--- src/rtl/voice_blk_serializer.sv ---
// Block-to-byte serializer: 128-bit blocks into a ring of 16-byte slots, streamed MSB byte first; 1-cycle write-to-read.
// in_ready = !full, out_valid = !empty (registered level); optional out_last port under `BLKBUF_LAST_EN.
module voice_blk_serializer #(
  parameter int SLOT_LOG2 = 2
) (
  input  logic                 clk,
  input  logic                 rst,
  input  logic [127:0]         in_data,
  input  logic                 in_valid,
  output logic                 in_ready,
  output logic [7:0]           out_data,
  output logic                 out_valid,
  input  logic                 out_ready,
`ifdef BLKBUF_LAST_EN
  output logic                 out_last,
`endif
  output logic [SLOT_LOG2:0]   level
);

  localparam int NSLOT = 1 << SLOT_LOG2;
  localparam logic [SLOT_LOG2:0] FULL_LVL = (SLOT_LOG2+1)'(NSLOT);

  logic [127:0]         mem_q [NSLOT];
  logic [127:0]         mem_d [NSLOT];
  logic [SLOT_LOG2-1:0] wr_ptr_q, wr_ptr_d;
  logic [SLOT_LOG2-1:0] rd_ptr_q, rd_ptr_d;
  logic [3:0]           rd_byte_q, rd_byte_d;
  logic [SLOT_LOG2:0]   level_q, level_d;

  logic                 full, empty;
  logic                 wr_fire, rd_fire, slot_free;
  logic [127:0]         rd_slot;
  logic [6:0]           bit_lo;

  always_comb begin
    full      = (level_q == FULL_LVL);
    empty     = (level_q == '0);
    wr_fire   = in_valid && !full;
    rd_fire   = !empty && out_ready;
    slot_free = rd_fire && (rd_byte_q == 4'd15);

    mem_d     = mem_q;
    wr_ptr_d  = wr_ptr_q;
    rd_ptr_d  = rd_ptr_q;
    rd_byte_d = rd_byte_q;
    level_d   = level_q;

    if (wr_fire) begin
      mem_d[wr_ptr_q] = in_data;
      wr_ptr_d        = wr_ptr_q + SLOT_LOG2'(1);
    end

    // rd_byte wraps 15 -> 0 on its own as the slot is released
    if (rd_fire) begin
      rd_byte_d = rd_byte_q + 4'd1;
      if (slot_free) begin
        rd_ptr_d = rd_ptr_q + SLOT_LOG2'(1);
      end
    end

    case ({wr_fire, slot_free})
      2'b10:   level_d = level_q + (SLOT_LOG2+1)'(1);
      2'b01:   level_d = level_q - (SLOT_LOG2+1)'(1);
      default: level_d = level_q;
    endcase
  end

  // Byte k sits at bits [127-8k -: 8]; for 4-bit k, 15-k is just ~k.
  always_comb begin
    rd_slot  = mem_q[rd_ptr_q];
    bit_lo   = {~rd_byte_q, 3'b000};
    out_data = rd_slot[bit_lo +: 8];
  end

  assign in_ready  = !full;
  assign out_valid = !empty;
  assign level     = level_q;
`ifdef BLKBUF_LAST_EN
  assign out_last  = !empty && (rd_byte_q == 4'd15);
`endif

  always_ff @(posedge clk or posedge rst) begin
    if (rst) begin
      mem_q     <= '{default: '0};
      wr_ptr_q  <= '0;
      rd_ptr_q  <= '0;
      rd_byte_q <= '0;
      level_q   <= '0;
    end else begin
      mem_q     <= mem_d;
      wr_ptr_q  <= wr_ptr_d;
      rd_ptr_q  <= rd_ptr_d;
      rd_byte_q <= rd_byte_d;
      level_q   <= level_d;
    end
  end

endmodule

--- config.mk ---
export PLATFORM = sky130hd
export DESIGN_NAME = voice_blk_serializer
export DESIGN_NICKNAME = d
export VERILOG_FILES = /design/src/rtl/voice_blk_serializer.sv
export SDC_FILE = /design/constraint.sdc
export NUM_CORES = 1
export LEC_CHECK = 0
export CAP_MARGIN = 30
export CORE_MARGIN = 4
export CORE_UTILIZATION = 58
export DETAILED_ROUTE_END_ITERATION = 10
export DONT_BUFFER_PORTS = 1
export PLACE_DENSITY = 0.77
export SETUP_SLACK_MARGIN = 0.02
export SKIP_CTS_REPAIR_TIMING = 1
export SYNTH_ARGS = -nofsm -noshare
export SYNTH_HDL_FRONTEND = slang
export SYNTH_SLANG_ARGS = --single-unit
--- constraint.sdc ---
create_clock -name clk -period 15.3 [get_ports clk]
set_input_delay 1.53 -clock clk [delete_from_list [all_inputs] [get_ports clk]]
set_output_delay 1.53 -clock clk [all_outputs]
set_load 0.1 [all_outputs]
==> impl_results.md <==
- Status: finished, final reports clean
- Most frequent cells in the layout: mux2_2, dfrtp_1, mux4_2
- Max cap viols: 0
- Slew @ Worst Pin: 1020 ps
- Root buffer cell: clkbuf_16
- GP Congestion: 0.773
- Compound-Gate Fraction of Synth Area: 0.0296
- Die width: 210 um
- Share of power burned in the clock network: 0.196
- Sink Count: ~520
- Register share of total power: 0.385
- CP startpoint kind: flip-flop
- Max Fanout on Critical Path: 49
- Psw: 2260 uW
- Remaining routing DRC violations: 0
- Largest family of logic cells by synthesized area: multiplexers
- Fmax: roughly 160 MHz
- Final WL: 53600 um
- Pint: 4320 uW
- Setup_tns: 0 ps
- Net count of the mapped netlist: 1623
- Vias per inst: approximately 6.4
- Crit. End Element: output pin
- Antenna Nets Post-Route: 0
- Layout area overhead: 9.80%
- Period minus WS final: approximately 6100 ps
- # IOs: 145
- Power density over the cells: 253 nW/um2
- Main flop type after synthesis: dfrtp_1
- Post-synth top area share: 0.552
- Gr usage total: 0.245
- Grt ovf: 0
- Die Area: 44100 um2
- DP Cell Count: 1937
- Rows: 73
- DR iter-0 viols: 850
- Cell Count, Final, Fillers Out: roughly 2000
- Yosys reg bits: between 500 and 600
- Mux share of post-synthesis cell area: 0.375
- Worst-path clk slew: about 60 ps
- HP Class: flip-flop to flip-flop
- Vias in the first global route: 13938
- Comb power frac: 0.420
- Clock buffer count from CTS: 54
- Sw frac: 0.343
- Clock Skew: 10.5 ps
- Router iterations before antenna repair: 4
- Worst slew margin: 0.321
- Netlist Area Pre-Place: between 20000 and 25000 um2
- Total power: 6580 uW
- Fin nets: 1610
- Routed via count: 12992
- Yosys warns: 0
- Die Y: 210 um
- Top cells by area, synth: dfrtp_1, mux2_2, mux4_2
- Endpoints failing setup: 0
- Cells after synthesis: 1484
- Buffers on Ports: 0
- Skew-Pair Late Insertion Delay: between 500 and 600 ps
- Core area: around 40000 um2
- Most area-hungry cell type in the Yosys netlist: dfrtp_1
- DP HPWL: between 30000 and 40000 um
- Avg Cell Area, Syn: 16.0 um2
- Post-synth EDFFs: 0
- Seq/Total Area, Yosys: 0.552
- Slew Viols, Final: 0
- Final Hold Fails: 0
- Critical Path RT: 13770 ps
- Pin count of the biggest net entering global routing: ~190
- Number of antenna violations at the first check in global routing: 1
- DR WL/cell: 26.3 um
- Netlist cell types: 39
- Post-Synth XOR/XNOR Area: 0.00333
- WS Path Type: flip-flop to output pin
- Tcrit/Tclk final: 0.399
- First-pass GRT wire length: roughly 84000 um
- Clock Tree Buf Depth: 3
- Peak VDD IR: 0.181 mV
- Share of layout cells above drive strength 1: 0.503
- Adder-Cell Fraction of Synth Area: 0.00401
- Initial core utilization: 0.591
- Commonest non-fill, non-tap cell in the layout: mux2_2
- Number of antenna diodes: 0
- Simple-gate share of the synthesized area: 0.00898
- Async SR Flop Fraction: 1.00
- CTS tree: yes
- Unrepaired setup endpoints after global routing: false
- H-Tree Depth: 2
- CP arrival: 4570 ps
- Leakage power: 0.0109 uW
[metal layers]
metal  GRT usage  up-vias  part of all wire
met5           0        -                 0
met4      0.0689        0             0.028
met3      0.0707       96             0.069
met2       0.381      304              0.47
met1       0.343     7021              0.43
li1            -     5571                 -
[power groups by stage]
stage          logic (uW)  registers (uW)  clock network (uW)
3_3_place_gp         2630            2500                   0
2_1_floorplan        2230            2370                   0
4_1_cts              2780            2530                1310
6_report             2760            2530                1290
3_5_place_dp         2760            2540                   0
5_1_grt              2940            2610                1370
[synth_stat cells, types with 5 or more instances]
cell,instances
o21ai_0,9
mux4_1,10
o22ai_1,25
mux2i_1,51
buf_4,8
clkbuf_1,8
mux2_2,533
xnor2_1,5
nand2_1,18
a22o_1,14
a21oi_1,16
a211o_1,7
a22oi_1,7
o211ai_1,5
mux4_2,94
o221ai_1,6
inv_1,7
buf_6,10
nor2_1,8
a211oi_1,5
ha_1,6
dfrtp_1,523
buf_2,76
[stage by stage]
step | setup WS (ps) | hold WS [ps] | instance area, um2 | util
floorplan | 6660 | 470 | 23700 | -
global placement | 9740 | 479 | 24100 | 0.601
global route | 8900 | 505 | 26000 | 0.649
finish | 9200 | 499 | 26000 | 0.649
CTS | 9110 | 500 | 25900 | 0.647
detailed placement | 9750 | 487 | 24200 | 0.603
[cell families after synthesis]
group / Yosys count
AO/OA/AOI/OAI: 100
multiplexers: 688
adder cells (fa/ha/maj): 7
XOR/XNOR: 9
flip-flops: 523
AND/OR/NAND/NOR: 44
buffers and inverters: 113
[state kept, by name (all words and copies together), names as in the netlist]
register	cells
mem_q	512
level	3
rd_ptr_q	2
rd_byte_q	4
wr_ptr_q	2
[area by class of cell]
class | count | area (um2)
Clock buffer | 84 | 1630
Inverter | 7 | 30.0
Clock inverter | 12 | 114
Fill cell | 2737 | 14100
Multi-Input combinational cell | 848 | 10100
Tap cell | 525 | 657
Sequential cell | 523 | 13100
Timing Repair Buffer | 37 | 414
[worst max-delay path, stage by stage, from the launching register on]
cell,delay [ps]
dfrtp_4,700
buf_4,700
buf_4,710
mux4_2,610
mux2_2,300
o22ai_1,420
o22ai_2,200
buf_4,280
[final timing paths]
kind | start | to | slack (ps) | cells after the start
max in group asynchronous | rst | rd_ptr_q[0]$_DFFE_PP0P_ | 12180 | 4
min reg2reg | mem_q[353]$_DFFE_PP0P_ | mem_q[353]$_DFFE_PP0P_ | 500 | 1
max reg2reg | level[2]$_DFFE_PP0P_ | mem_q[250]$_DFFE_PP0P_ | 10990 | 7
min in group asynchronous | rst | mem_q[427]$_DFFE_PP0P_ | 990 | 1
max | rd_ptr_q[1]$_DFFE_PP0P_ | out_data[1] | 9200 | 7
min | mem_q[353]$_DFFE_PP0P_ | mem_q[353]$_DFFE_PP0P_ | 500 | 1
(Power assumes the default switching activity.)
